### src/rtl/input_conditioner_if.sv
// Pin-side and PIO-side signal bundle for the input conditioner.
// The slave modport is the conditioner; the master modport is the board/test side.
interface input_conditioner_if #(
  parameter int unsigned NUM_BUTTONS  = 2,
  parameter int unsigned NUM_SWITCHES = 10
);
  logic [NUM_BUTTONS-1:0]  key_n_in;
  logic [NUM_SWITCHES-1:0] sw_in;
  logic [NUM_BUTTONS-1:0]  buttons_export;
  logic [NUM_SWITCHES-1:0] switches_export;
  logic [NUM_BUTTONS-1:0]  button_press;
  logic [NUM_BUTTONS-1:0]  button_release;

  modport slave (
    input  key_n_in,
    input  sw_in,
    output buttons_export,
    output switches_export,
    output button_press,
    output button_release
  );

  modport master (
    output key_n_in,
    output sw_in,
    input  buttons_export,
    input  switches_export,
    input  button_press,
    input  button_release
  );
endinterface

### src/rtl/input_conditioner.sv
// Synchronises and debounces KEY/SW pins, emits button press/release pulses.
// Define INPUT_CONDITIONER_AUTO_REPEAT_EN to add held-button auto-repeat press pulses.
module input_conditioner #(
  parameter int unsigned NUM_BUTTONS          = 2,
  parameter int unsigned NUM_SWITCHES         = 10,
  parameter int unsigned DEBOUNCE_CYCLES      = 1000000,
  parameter int unsigned REPEAT_DELAY_CYCLES  = 25000000,
  parameter int unsigned REPEAT_PERIOD_CYCLES = 5000000
) (
  input logic                clk_clk,
  input logic                reset_reset_n,
  input_conditioner_if.slave pins
);

  localparam int unsigned NumIn = NUM_BUTTONS + NUM_SWITCHES;
  localparam int unsigned DbW   = $clog2(DEBOUNCE_CYCLES + 1);
  localparam logic [DbW-1:0] DbLast = DbW'(DEBOUNCE_CYCLES - 1);

  if (DEBOUNCE_CYCLES < 2 || REPEAT_DELAY_CYCLES < 1 || REPEAT_PERIOD_CYCLES < 1)
  begin : gen_param_check
    $error("input_conditioner: invalid cycle-count parameters");
  end

`ifdef INPUT_CONDITIONER_AUTO_REPEAT_EN
  localparam int unsigned RptMax = (REPEAT_DELAY_CYCLES > REPEAT_PERIOD_CYCLES) ?
                                   REPEAT_DELAY_CYCLES : REPEAT_PERIOD_CYCLES;
  localparam int unsigned RptW   = $clog2(RptMax + 1);
  localparam logic [RptW-1:0] RptDelayLast  = RptW'(REPEAT_DELAY_CYCLES - 1);
  localparam logic [RptW-1:0] RptPeriodLast = RptW'(REPEAT_PERIOD_CYCLES - 1);

  typedef enum logic [1:0] {StReleased, StPressed, StRepeatWait, StRepeating} btn_state_e;
`else
  typedef enum logic [0:0] {StReleased, StPressed} btn_state_e;
`endif

  // Two-flop synchronisers; buttons idle high (released) on the pin.
  logic [NUM_BUTTONS-1:0]  key_sync1_q, key_sync2_q;
  logic [NUM_SWITCHES-1:0] sw_sync1_q, sw_sync2_q;

  always_ff @(posedge clk_clk or negedge reset_reset_n) begin
    if (!reset_reset_n) begin
      key_sync1_q <= '1;
      key_sync2_q <= '1;
      sw_sync1_q  <= '0;
      sw_sync2_q  <= '0;
    end else begin
      key_sync1_q <= pins.key_n_in;
      key_sync2_q <= key_sync1_q;
      sw_sync1_q  <= pins.sw_in;
      sw_sync2_q  <= sw_sync1_q;
    end
  end

  // Buttons occupy the low bits of every per-input vector, switches the high bits.
  logic [NumIn-1:0] raw;
  logic [NumIn-1:0] stable_q, stable_d;
  logic [NumIn-1:0] accept;
  logic [DbW-1:0]   db_cnt_q [NumIn];
  logic [DbW-1:0]   db_cnt_d [NumIn];

  assign raw = {sw_sync2_q, ~key_sync2_q};

  always_comb begin
    stable_d = stable_q;
    accept   = '0;
    for (int i = 0; i < NumIn; i++) begin
      db_cnt_d[i] = '0;
      if (raw[i] != stable_q[i]) begin
        if (db_cnt_q[i] == DbLast) begin
          stable_d[i] = raw[i];
          accept[i]   = 1'b1;
        end else begin
          db_cnt_d[i] = db_cnt_q[i] + DbW'(1);
        end
      end
    end
  end

  always_ff @(posedge clk_clk or negedge reset_reset_n) begin
    if (!reset_reset_n) begin
      stable_q <= '0;
      db_cnt_q <= '{default: '0};
    end else begin
      stable_q <= stable_d;
      db_cnt_q <= db_cnt_d;
    end
  end

  // Per-button state machine; pulses are registered alongside the stable level.
  btn_state_e             state_q [NUM_BUTTONS];
  btn_state_e             state_d [NUM_BUTTONS];
  logic [NUM_BUTTONS-1:0] press_q, press_d;
  logic [NUM_BUTTONS-1:0] release_q, release_d;
`ifdef INPUT_CONDITIONER_AUTO_REPEAT_EN
  logic [RptW-1:0]        rpt_cnt_q [NUM_BUTTONS];
  logic [RptW-1:0]        rpt_cnt_d [NUM_BUTTONS];
`endif

  always_comb begin
    press_d   = '0;
    release_d = '0;
    for (int i = 0; i < NUM_BUTTONS; i++) begin
      state_d[i] = state_q[i];
`ifdef INPUT_CONDITIONER_AUTO_REPEAT_EN
      rpt_cnt_d[i] = '0;
`endif
      if (state_q[i] == StReleased) begin
        if (accept[i]) begin
          state_d[i] = StPressed;
          press_d[i] = 1'b1;
        end
      end else if (accept[i]) begin
        // Release wins over any repeat pulse due in the same cycle.
        state_d[i]   = StReleased;
        release_d[i] = 1'b1;
      end
`ifdef INPUT_CONDITIONER_AUTO_REPEAT_EN
      else begin
        case (state_q[i])
          StPressed, StRepeatWait: begin
            if (rpt_cnt_q[i] == RptDelayLast) begin
              state_d[i] = StRepeating;
              press_d[i] = 1'b1;
            end else begin
              state_d[i]   = StRepeatWait;
              rpt_cnt_d[i] = rpt_cnt_q[i] + RptW'(1);
            end
          end
          StRepeating: begin
            if (rpt_cnt_q[i] == RptPeriodLast) begin
              press_d[i] = 1'b1;
            end else begin
              rpt_cnt_d[i] = rpt_cnt_q[i] + RptW'(1);
            end
          end
          default: state_d[i] = StReleased;
        endcase
      end
`endif
    end
  end

  always_ff @(posedge clk_clk or negedge reset_reset_n) begin
    if (!reset_reset_n) begin
      state_q   <= '{default: StReleased};
      press_q   <= '0;
      release_q <= '0;
`ifdef INPUT_CONDITIONER_AUTO_REPEAT_EN
      rpt_cnt_q <= '{default: '0};
`endif
    end else begin
      state_q   <= state_d;
      press_q   <= press_d;
      release_q <= release_d;
`ifdef INPUT_CONDITIONER_AUTO_REPEAT_EN
      rpt_cnt_q <= rpt_cnt_d;
`endif
    end
  end

  assign pins.buttons_export  = stable_q[NUM_BUTTONS-1:0];
  assign pins.switches_export = stable_q[NumIn-1:NUM_BUTTONS];
  assign pins.button_press    = press_q;
  assign pins.button_release  = release_q;

endmodule
### src/flat_wrapper.sv
// flat-port wrapper written by rule: the top's interface ports become plain ports
module input_conditioner_flat 
#(
  parameter int unsigned NUM_BUTTONS          = 2,
  parameter int unsigned NUM_SWITCHES         = 10,
  parameter int unsigned DEBOUNCE_CYCLES      = 1000000,
  parameter int unsigned REPEAT_DELAY_CYCLES  = 25000000,
  parameter int unsigned REPEAT_PERIOD_CYCLES = 5000000
)
  (clk_clk, reset_reset_n, pins_key_n_in, pins_sw_in, pins_buttons_export, pins_switches_export, pins_button_press, pins_button_release);
  input_conditioner_if #(.NUM_BUTTONS(NUM_BUTTONS), .NUM_SWITCHES(NUM_SWITCHES)) pins_i ();
  input logic clk_clk;
  input logic reset_reset_n;
  input wire logic [$bits(pins_i.key_n_in)-1:0] pins_key_n_in;
  input wire logic [$bits(pins_i.sw_in)-1:0] pins_sw_in;
  output wire logic [$bits(pins_i.buttons_export)-1:0] pins_buttons_export;
  output wire logic [$bits(pins_i.switches_export)-1:0] pins_switches_export;
  output wire logic [$bits(pins_i.button_press)-1:0] pins_button_press;
  output wire logic [$bits(pins_i.button_release)-1:0] pins_button_release;
  assign pins_i.key_n_in = pins_key_n_in;
  assign pins_i.sw_in = pins_sw_in;
  assign pins_buttons_export = pins_i.buttons_export;
  assign pins_switches_export = pins_i.switches_export;
  assign pins_button_press = pins_i.button_press;
  assign pins_button_release = pins_i.button_release;
  input_conditioner #(.NUM_BUTTONS(NUM_BUTTONS), .NUM_SWITCHES(NUM_SWITCHES), .DEBOUNCE_CYCLES(DEBOUNCE_CYCLES), .REPEAT_DELAY_CYCLES(REPEAT_DELAY_CYCLES), .REPEAT_PERIOD_CYCLES(REPEAT_PERIOD_CYCLES)) u_core (.clk_clk(clk_clk), .reset_reset_n(reset_reset_n), .pins(pins_i));
endmodule
### config.mk
export PLATFORM = sky130hd
export DESIGN_NAME = input_conditioner_flat
export DESIGN_NICKNAME = d
export VERILOG_FILES = /design/src/rtl/input_conditioner_if.sv /design/src/rtl/input_conditioner.sv /design/src/flat_wrapper.sv
export SDC_FILE = /design/constraint.sdc
export NUM_CORES = 1
export LEC_CHECK = 0
export CAP_MARGIN = 25
export CORE_MARGIN = 3
export CORE_UTILIZATION = 64
export CTS_CLUSTER_SIZE = 8
export DETAILED_ROUTE_END_ITERATION = 10
export GPL_TIMING_DRIVEN = 0
export HOLD_SLACK_MARGIN = 0.02
export PLACE_DENSITY = 0.87
export SETUP_SLACK_MARGIN = 0.02
export SYNTH_ARGS = -nofsm -noshare
export SYNTH_HDL_FRONTEND = slang
export SYNTH_SLANG_ARGS = --single-unit
### constraint.sdc
create_clock -name clk_clk -period 6.3 [get_ports clk_clk]
set_input_delay 1.575 -clock clk_clk [delete_from_list [all_inputs] [get_ports clk_clk]]
set_output_delay 1.575 -clock clk_clk [all_outputs]
set_load 0.05 [all_outputs]
==> results of run 1 <==
metrics by stage:
step                      total power (W)   TNS, ps  utilization (%)
after floorplan                   0.00195         0                -
after global placement            0.00201  -2253670             69.0
after detailed placement          0.00202         0             69.3
after CTS                         0.00399         0             74.8
after global routing              0.00409         0             74.8
final                             0.00395         0             74.8
layer usage:
layer / up-vias / part of all wire, %
li1: 4993 / -
met1: 5127 / 43
met2: 260 / 51
met3: 62 / 4.2
met4: 0 / 2.2
met5: - / 0
final cells by class:
class	count	area (sq um)	share of cell area (%)
repair buffers	31	350	2.29
clock buffers	58	1090	7.13
well taps	270	338	2.21
plain buffers	40	173	1.13
flip-flops and latches	282	7060	46.2
clock inverters	4	50.0	0.327
inverters	41	154	1.01
multi-input cells	992	6070	39.7
power breakdown:
part / switching, W / internal (W) / leakage, nW
clock network: 0.000765 / 0.00119 / 0.548
registers: 0.0000261 / 0.00184 / 3.85
logic: 0.0000863 / 0.0000373 / 1.78
total: 0.000877 / 0.00307 / 6.17
how the worst min path moves through the flow:
stage                          start                     to  cells past startpoint  slack [ps]
6_report       u_core.key_sync1_q[0]  u_core.key_sync2_q[0]                      0         340
5_1_grt        u_core.key_sync1_q[0]  u_core.key_sync2_q[0]                      0         350
4_1_cts        u_core.key_sync1_q[0]  u_core.key_sync2_q[0]                      0         340
3_5_place_dp    u_core.sw_sync1_q[8]   u_core.sw_sync2_q[8]                      0         340
3_3_place_gp    u_core.sw_sync1_q[2]   u_core.sw_sync2_q[2]                      0         330
2_1_floorplan   u_core.sw_sync1_q[0]   u_core.sw_sync2_q[0]                      0         330
sequential cells by signal, summed over array words and instances (netlist names):
| signal | flops |
|---|---|
| u_core.pins.button_press | 2 |
| u_core.key_sync2_q | 2 |
| u_core.pins.button_release | 2 |
| u_core.key_sync1_q | 2 |
| u_core.sw_sync1_q | 10 |
| u_core.state_q | 2 |
| u_core.sw_sync2_q | 10 |
| u_core.db_cnt_q | 240 |
| u_core.stable_q | 12 |
cell usage in the layout (no fill, tap or decap), types with 4 or more instances in the layout:
cell / n
a21oi_1: 66
and2_1: 17
and3_1: 23
and4_1: 19
buf_2: 10
clkbuf_1: 44
clkbuf_16: 41
clkdlybuf4s50_1: 28
dfrtp_1: 278
dfstp_2: 4
ha_1: 16
inv_1: 41
mux2_2: 10
mux2i_1: 4
nand2_1: 75
nand3_1: 96
nand4_1: 61
nand4b_1: 8
nor2_1: 179
nor3_1: 38
nor4_1: 36
nor4b_1: 7
o21ai_0: 49
o31ai_1: 27
or3_1: 38
or4_1: 31
xnor2_1: 76
xor2_1: 81
cells by family (layout without fill, tap and decap cells):
| logic type | Yosys count | count (layout) | synth area share [%] |
|---|---|---|---|
| fa+ha+maj | 16 | 16 | 1.49 |
| compound gates | 153 | 153 | 6.54 |
| xor+xnor | 157 | 157 | 10.2 |
| mux | 14 | 14 | 1.13 |
| buf+inv | 81 | 174 | 2.43 |
| simple gates | 652 | 652 | 25.7 |
| flops | 282 | 282 | 52.5 |
==> summary.md, run 1 <==
| Metric | Value |
|---|---|
| Routability cong. | 0.841 |
| CP top delay family | buffers and inverters |
| Buf+Inv Stages, Crit Path | 1 |
| GRT met2 Usage | 43.0% |
| Maxcap violations | 0 |
| Synth top area cells | dfrtp_1 52%, xor2_1 5.3%, nor2_1 5.0%, xnor2_1 4.9%, nand3_1 3.6% |
| Drt pass-1 iters | 5 |
| Clk_lat worst skew | 530 ps |
| I/O Buffers | 29 |
| First-pass GRT wire length | 46.9 mm |
| Layout cells sized above 1 | 6.49% |
| Warnings, synthesis | 0 |
| Top Usage Layer GRT | met2 |
| Drc violations | 0 |
| Worst Path Required | 4720 ps |
| DRT iter0 DRCs | 701 |
| Peak supply drop | 0.000233 V |
| Crit path launch | u_core.stable_q[5] |
| R2r endpoint | u_core.db_cnt_q[111] |
| Placed cells | 1,656 |
| Final non-filler cell total | 1,718 |
| Crit path largest cell delay | 840 ps |
| R2r setup slk | 3930 ps |
| Critical Path End Type | output port |
| CTS max path bufs | 3 |
| Setup Viol. Count Final | 0 |
| Initial antenna violation count | 0 |
| Worst reg-to-reg path cell count | 6 |
| Number of global-route vias before repair | 10,200 |
| DR vias/cell | 6.08 |
| Grt ovf | 0 |
| Relative slew slack | 51.0% |
| Chip Height | 151 um |
| Final Skew | 27.5 ps |
| Final hold violations | 0 |
| Post-route cell area | 15,300 sq um |
| Ys flop type | dfrtp_1 |
| Die width | 151 um |
| CP Launch Type | flip-flop |
| Post-CTS setup repair buffer count | 0 |
| Rows | 52 |
| Top Ports | 30 |
| EDFF count, synth | 0 |
| Num CTS Buffers | 41 |
| Yosys top cell area share | 51.7% |
| Post-Route WL | 27.4 mm |
| CTS tree | built |
| Status | finished, final reports clean |
| Most frequent cell after synthesis | dfrtp_1 |
| Worst-path maximum fanout | 3 |
| Fin Hold WS | 340 ps |
| Pin count of the biggest net entering global routing | 113 |
| DP Area | 14,100 sq um |
| Synth Register Bits | 282 |
| Met3 Resource Use GR | 4.34% |
| Syn nets | 1,385 |
| Post-synthesis sequential area ratio | 52.5% |
| Vias | 10,400 |
| Clock Tree Root | clkbuf_16 |
| P_leak | 6.17 nW |
| PwrDens | 258 nW/um^2 |
| Synth cell types | 49 |
| Core footprint | 20,400 sq um |
| Hold Crit Class | reg2reg |
| Min Tclk post-route | 3340 ps |
| DRT antenna net count | 0 |
| Worst EP arrival | 1770 ps |
| Clock Pin Slew Worst Setup and Hold Paths | 50 ps |
| Final Cycle Share | 53.0% |
| Mean routed wirelength per cell | 15.9 um |
| Hold buffers post-CTS | 0 |
| RSZ-0062 raised after global routing | no |
| CP Cell Sequence | clkdlybuf4s50_1 |
| Mapped Area | 13,500 sq um |
| Async SR Flop Fraction | 100% |
| Post-CTS sizing | 0 |
| Synth-to-layout area growth | 13.6% |
| H-tree Lvls | 2 |
| Synth Area per Inst | 9.93 sq um |
| Max Slew Vio Count | 0 |
| Starting density of the core | 65.9% |
| CTS sink cnt | 282 |
| # nets final | 1,459 |
| Setup CP Type | reg2out |
| Synth cell count leaders | 278 x dfrtp_1, 179 x nor2_1, 96 x nand3_1 |
| Number of diodes | 0 |
| Stages on worst setup path | 1 |
| Worst-Margin Slew | 730 ps |
| DPL Wire Length | 17.1 mm |
| Setup crit end | pins_switches_export[3] |
| Fillers | 1,336 |
| Synth Instances | 1,355 |
| FF-to-FF Start | u_core.db_cnt_q[100] |
| CP max-delay cell | clkdlybuf4s50_1 |
| Area leader, netlist | dfrtp_1 |
| GRT Overall Usage | 24.6% |
| Pre-CTS WS | 3280 ps |
| GR Util met1 | 31.4% |
| Die ar. | 22,800 sq um |
| Fmax | 0.299 GHz |
| Setup WS post-layout | 2960 ps |
No activity file was read; power rests on OpenSTA's default activity.
==> run 2: changes to the inputs <==
--- a/config.mk
+++ b/config.mk
@@ -7,12 +7,12 @@
 export LEC_CHECK = 0
 export CAP_MARGIN = 25
 export CORE_MARGIN = 3
-export CORE_UTILIZATION = 64
+export CORE_UTILIZATION = 62
 export CTS_CLUSTER_SIZE = 8
 export DETAILED_ROUTE_END_ITERATION = 10
 export GPL_TIMING_DRIVEN = 0
 export HOLD_SLACK_MARGIN = 0.02
-export PLACE_DENSITY = 0.87
+export PLACE_DENSITY = 0.85
 export SETUP_SLACK_MARGIN = 0.02
 export SYNTH_ARGS = -nofsm -noshare
 export SYNTH_HDL_FRONTEND = slang
==> constraint.sdc (replaced) <==
create_clock -name clk_clk -period 3.4 [get_ports clk_clk]
set_input_delay 0.85 -clock clk_clk [delete_from_list [all_inputs] [get_ports clk_clk]]
set_output_delay 0.85 -clock clk_clk [all_outputs]
set_load 0.05 [all_outputs]
==> run 2 against run 1 <==
Sequential power increased by 85%. Non-clock buffer count unchanged. Worst hold slack got worse by 130 ps. Sequential cell count unchanged. Critical path depth unchanged. Critical path type unchanged. Critical endpoint is now pins_buttons_export[1].
==> summary.md, run 2 (synthesis gave the netlist of run 1 again) <==
| Metric | Value |
|---|---|
| Status | finished, final reports clean |
| Num CTS Buffers | 41 |
| # nets final | 1,459 |
| P_leak | 6.15 nW |
| DRT antenna net count | 0 |
| CTS tree | built |
| DR vias/cell | 6.01 |
| Chip Height | 153 um |
| DPL Wire Length | 16.8 mm |
| Final Cycle Share | 76.1% |
| Final Skew | 16.6 ps |
| Sw frac | 21.6% |
| Clock power share | 48.9% |
| Number of global-route vias before repair | 10,300 |
| Post-CTS sizing | 0 |
| CTS sink cnt | 282 |
| Critical Path End Type | output port |
| Largest Register | u_core.db_cnt_q |
| Core footprint | 21,200 sq um |
| Crit path largest cell delay | 830 ps |
| CTS max path bufs | 3 |
| Hold Crit Class | in2async |
| CP Cell Sequence | clkdlybuf4s50_1 |
| Mean routed wirelength per cell | 15.2 um |
| First-pass GRT wire length | 46.6 mm |
| Rows | 53 |
| Final non-filler cell total | 1,719 |
| Synth-to-layout area growth | 13.3% |
| Crit path launch | u_core.stable_q[1] |
| Top Ports | 30 |
| Grt ovf | 0 |
| Starting density of the core | 63.6% |
| Relative slew slack | 50.7% |
| Fillers | 1,502 |
| Number of diodes | 0 |
| Psw | 0.00156 W |
| I/O Buffers | 29 |
| R2r setup slk | 1010 ps |
| Die ar. | 23,500 sq um |
| Setup Viol. Count Final | 0 |
| Setup CP Type | reg2out |
| Peak supply drop | 0.000380 V |
| Worst reg-to-reg path cell count | 6 |
| GR Util met1 | 30.4% |
| Layout cells sized above 1 | 6.30% |
| Die width | 153 um |
| GRT met2 Usage | 38.2% |
| Combinational Power Share | 3.1% |
| Fin Hold WS | 213 ps |
| DRT iter0 DRCs | 712 |
| Most frequent cells in the layout | 278 x dfrtp_1, 179 x nor2_1, 96 x nand3_1 |
| H-tree Lvls | 2 |
| CP max-delay cell | clkdlybuf4s50_1 |
| Initial antenna violation count | 0 |
| Final hold violations | 0 |
| Hold buffers post-CTS | 0 |
| RSZ-0062 raised after global routing | no |
| Top Usage Layer GRT | met2 |
| Pin count of the biggest net entering global routing | 126 |
| Clk_lat worst skew | 510 ps |
| PwrDens | 473 nW/um^2 |
| Fmax | 0.387 GHz |
| R2r endpoint | u_core.db_cnt_q[113] |
| Sequential power share | 48.0% |
| Met3 Resource Use GR | 4.73% |
| Drt pass-1 iters | 6 |
| Min Tclk post-route | 2590 ps |
| CP top delay family | buffers and inverters |
| Vias | 10,300 |
| Worst-Margin Slew | 734 ps |
| Commonest non-fill, non-tap cell in the layout | dfrtp_1 |
| Buf+Inv Stages, Crit Path | 1 |
| Max Slew Vio Count | 0 |
| GRT Overall Usage | 22.7% |
| Clock Pin Slew Worst Setup and Hold Paths | 50 ps |
| Biggest regs | u_core.db_cnt_q: 240 flops, u_core.stable_q: 12 flops |
| Post-Route WL | 26.1 mm |
| Drc violations | 0 |
| Placed cells | 1,661 |
| Internal power | 0.00566 W |
| Number of flip-flops in the largest register | 240 |
| Routability cong. | 0.876 |
| Maxcap violations | 0 |
| Post-CTS setup repair buffer count | 0 |
| Worst EP arrival | 1740 ps |
| Tot Pwr | 0.00722 W |
| Worst Path Required | 2550 ps |
| CP Launch Type | flip-flop |
| Clock Tree Root | clkbuf_16 |
| FF-to-FF Start | u_core.db_cnt_q[100] |
| Worst-path maximum fanout | 3 |
run 2: power by group through the flow:
stage / combinational [W] / sequential [W] / clock (W)
after floorplan: 0.000110 / 0.00350 / 0
after global placement: 0.000216 / 0.00351 / 0
after detailed placement: 0.000231 / 0.00351 / 0
after CTS: 0.000233 / 0.00346 / 0.00361
after global routing: 0.000264 / 0.00347 / 0.00377
final: 0.000226 / 0.00346 / 0.00353
run 2: cell type report:
type / instances / area [sq um] / area share (%)
tap: 275 / 344 / 2.26
buffer: 40 / 173 / 1.13
clock buffer: 57 / 1090 / 7.12
inverter: 41 / 154 / 1.01
sequential: 282 / 7060 / 46.3
clock inverter: 1 / 7.51 / 0.0492
timing repair buffer: 31 / 350 / 2.30
multi-input combinational: 992 / 6070 / 39.8
run 2: worst max-delay path by stage:
stage                                          to  slack [ps]  cells after the start
after floorplan               u_core.stable_q[10]        1350                      4
after global placement       u_core.db_cnt_q[210]      -10340                      1
after detailed placement     u_core.db_cnt_q[113]        1000                      6
after CTS                 pins_switches_export[3]         780                      1
after global routing       pins_buttons_export[1]         760                      1
final                      pins_buttons_export[1]         810                      1
run 2: per-stage QoR:
step / setup WS, ps / instance area, sq um / utilization, % / TNS (ps)
after floorplan: 1350 / 13500 / - / 0
after global placement: -10340 / 14100 / 66.6 / -2892580
after detailed placement: 1000 / 14200 / 66.9 / 0
after CTS: 779 / 15200 / 72.1 / 0
after global routing: 762 / 15200 / 72.1 / 0
final: 813 / 15200 / 72.1 / 0
run 2: layer usage:
metal	part of all wire (%)	wire, um
met3	4.2	1100
met1	44	11600
met5	0	0
met4	1.6	416
met2	50	13000
==> run 3: changes to the inputs <==
--- a/config.mk
+++ b/config.mk
@@ -7,12 +7,12 @@
 export LEC_CHECK = 0
 export CAP_MARGIN = 25
 export CORE_MARGIN = 3
-export CORE_UTILIZATION = 62
+export CORE_UTILIZATION = 56
 export CTS_CLUSTER_SIZE = 8
 export DETAILED_ROUTE_END_ITERATION = 10
 export GPL_TIMING_DRIVEN = 0
 export HOLD_SLACK_MARGIN = 0.02
-export PLACE_DENSITY = 0.85
+export PLACE_DENSITY = 0.81
 export SETUP_SLACK_MARGIN = 0.02
 export SYNTH_ARGS = -nofsm -noshare
 export SYNTH_HDL_FRONTEND = slang
==> constraint.sdc (replaced) <==
create_clock -name clk_clk -period 2.2 [get_ports clk_clk]
set_input_delay 0.55 -clock clk_clk [delete_from_list [all_inputs] [get_ports clk_clk]]
set_output_delay 0.55 -clock clk_clk [all_outputs]
set_load 0.05 [all_outputs]
==> run 3 against run 2 <==
Die area rose by 10%. Largest cell class unchanged. Cell area rose by 1.6%. Sequential share of layout area down 0.72 points. Worst hold slack better by 130 ps. Final cell count is 3.1% higher.
==> summary.md, run 3 (synthesis gave the netlist of run 1 again) <==
| Metric | Value |
|---|---|
| Status | finished, final reports clean |
| Hold Crit Class | reg2reg |
| Starting density of the core | 57.2% |
| Initial antenna violation count | 0 |
| Fmax | 0.473 GHz |
| I/O Buffers | 29 |
| Sequential power share | 48.0% |
| Layout cells sized above 1 | 8.60% |
| Worst-Margin Slew | 701 ps |
| Number of diodes | 0 |
| Sw frac | 21.8% |
| GR Util met1 | 27.3% |
| Pin count of the biggest net entering global routing | 127 |
| R2r endpoint | u_core.stable_q[10] |
| Top Usage Layer GRT | met2 |
| Maxcap violations | 0 |
| Die ar. | 25,900 sq um |
| Top Ports | 30 |
| Met3 Resource Use GR | 3.18% |
| Crit path largest cell delay | 540 ps |
| CTS tree | built |
| CTS max path bufs | 3 |
| Num CTS Buffers | 41 |
| Max Slew Vio Count | 0 |
| CP Cell Sequence | or4_1 > or4_4 > nor2_4 > mux2_2 |
| CTS sink cnt | 282 |
| Synth-to-layout area growth | 15.1% |
| Die width | 161 um |
| P_leak | 6.33 nW |
| Tot Pwr | 0.0112 W |
| Clk_lat worst skew | 520 ps |
| Largest Register | u_core.db_cnt_q |
| CP top delay family | simple AND/OR/NAND/NOR gates |
| Setup CP Type | reg2reg |
| Buf+Inv Stages, Crit Path | 0 |
| Peak supply drop | 0.000559 V |
| Worst Path Required | 2590 ps |
| Worst hold path depth | 0 |
| Worst-path maximum fanout | 6 |
| CP Launch Type | flip-flop |
| # nets final | 1,475 |
| PwrDens | 720 nW/um^2 |
| Psw | 0.00243 W |
| GRT Overall Usage | 20.8% |
| Combinational Power Share | 3.4% |
| Routability cong. | 0.845 |
| Relative slew slack | 52.9% |
| Worst EP arrival | 2510 ps |
| DRT iter0 DRCs | 600 |
| CP max-delay cell | or4_4 |
| Hold worst-path end | u_core.sw_sync2_q[3] |
| GRT met2 Usage | 35.9% |
| Worst reg-to-reg path cell count | 4 |
| R2r setup slk | 90 ps |
| Chip Height | 161 um |
| Min Tclk post-route | 2110 ps |
| RSZ-0062 raised after global routing | yes |
| Hold path start | u_core.sw_sync1_q[3] |
| H-tree Lvls | 2 |
| Biggest regs | u_core.db_cnt_q: 240 flops, u_core.stable_q: 12 flops |
| Internal power | 0.00873 W |
| Final Skew | 15.8 ps |
| Clock Tree Root | clkbuf_16 |
| Final Cycle Share | 96.1% |
| Vias | 10,400 |
| Grt ovf | 0 |
| Final hold violations | 0 |
| Commonest non-fill, non-tap cell in the layout | dfrtp_1 |
| Most frequent cells in the layout | 276 x dfrtp_1, 179 x nor2_1, 94 x nand3_1 |
| FF-to-FF Start | u_core.db_cnt_q[32] |
| Drt pass-1 iters | 6 |
| DR vias/cell | 5.84 |
| Clock Pin Slew Worst Setup and Hold Paths | 50 ps |
| Drc violations | 0 |
| Core footprint | 23,500 sq um |
| DPL Wire Length | 16.6 mm |
| Setup Viol. Count Final | 0 |
| Clock power share | 48.6% |
| First-pass GRT wire length | 46.4 mm |
| DRT antenna net count | 0 |
| Number of global-route vias before repair | 10,200 |
| Rows | 56 |
| Mean routed wirelength per cell | 15.0 um |
| Number of flip-flops in the largest register | 240 |
| Post-Route WL | 26.6 mm |
| Fin Hold WS | 343 ps |
| Critical Path End Type | flip-flop |
-- run 3: changes by cell type in the layout (fill, tap and decap cells not counted), moves of 3 or more --
cell | before | now
clkbuf_1 | 43 | 26
buf_4 | 0 | 16
clkdlybuf4s50_1 | 28 | 12
dlygate4sd2_1 | 0 | 16
clkbuf_2 | 2 | 7
ha_1 | 16 | 13
ha_4 | 0 | 3
-- run 3: how the worst max path moves through the flow --
stage                               startpoint                   end  slack [ps]  cells past startpoint
after floorplan            u_core.db_cnt_q[32]   u_core.stable_q[10]         150                      4
after global placement           reset_reset_n  u_core.db_cnt_q[134]      -11350                      1
after detailed placement  u_core.db_cnt_q[140]  u_core.db_cnt_q[147]        -130                      6
after CTS                 u_core.db_cnt_q[235]  u_core.db_cnt_q[226]          30                      5
after global routing      u_core.db_cnt_q[122]  u_core.db_cnt_q[123]         -30                      6
final                      u_core.db_cnt_q[32]   u_core.stable_q[10]          90                      4
-- run 3: power groups by stage --
stage / Clock (W) / Combinational (W) / Sequential (W)
2_1_floorplan: 0 / 0.000169 / 0.00542
3_3_place_gp: 0 / 0.000335 / 0.00543
3_5_place_dp: 0 / 0.000357 / 0.00543
4_1_cts: 0.00558 / 0.000365 / 0.00535
5_1_grt: 0.00581 / 0.000448 / 0.00536
6_report: 0.00542 / 0.000384 / 0.00536
-- run 3: metrics by stage --
stage	TNS [ps]	cells	utilization [%]	cell area (sq um)	setup slack [ps]
6_report	0	1772	65.8	15500	85.1
3_5_place_dp	-2180	1705	60.4	14200	-130
5_1_grt	-107	1772	65.8	15500	-26.7
2_1_floorplan	0	1355	-	13500	152
4_1_cts	0	1757	65.0	15300	25.4
3_3_place_gp	-3179710	1703	60.1	14100	-11350
-- run 3: final cells by class --
class	instances	area [sq um]
buffer	40	185
clock buffer	48	1050
clock inverter	3	26.3
fill	1805	8050
inverter	41	154
multi-input combinational	992	6160
sequential	282	7060
tap	319	399
timing repair buffer	47	458
-- run 3: timing repair --
action	in CTS	in global routing
endpoints found under the setup margin	44	252
gates resized for setup	22	28
pin swaps	0	5
endpoints found under the hold margin	2	0
hold buffers	1	0
buffers inserted	0	15
-- run 3: per-layer routing --
| layer | up-vias | routed length (um) |
|---|---|---|
| met1 | 5130 | 11700 |
| met4 | 0 | 436 |
| li1 | 4991 | - |
| met2 | 184 | 13500 |
| met5 | - | 0 |
| met3 | 45 | 934 |
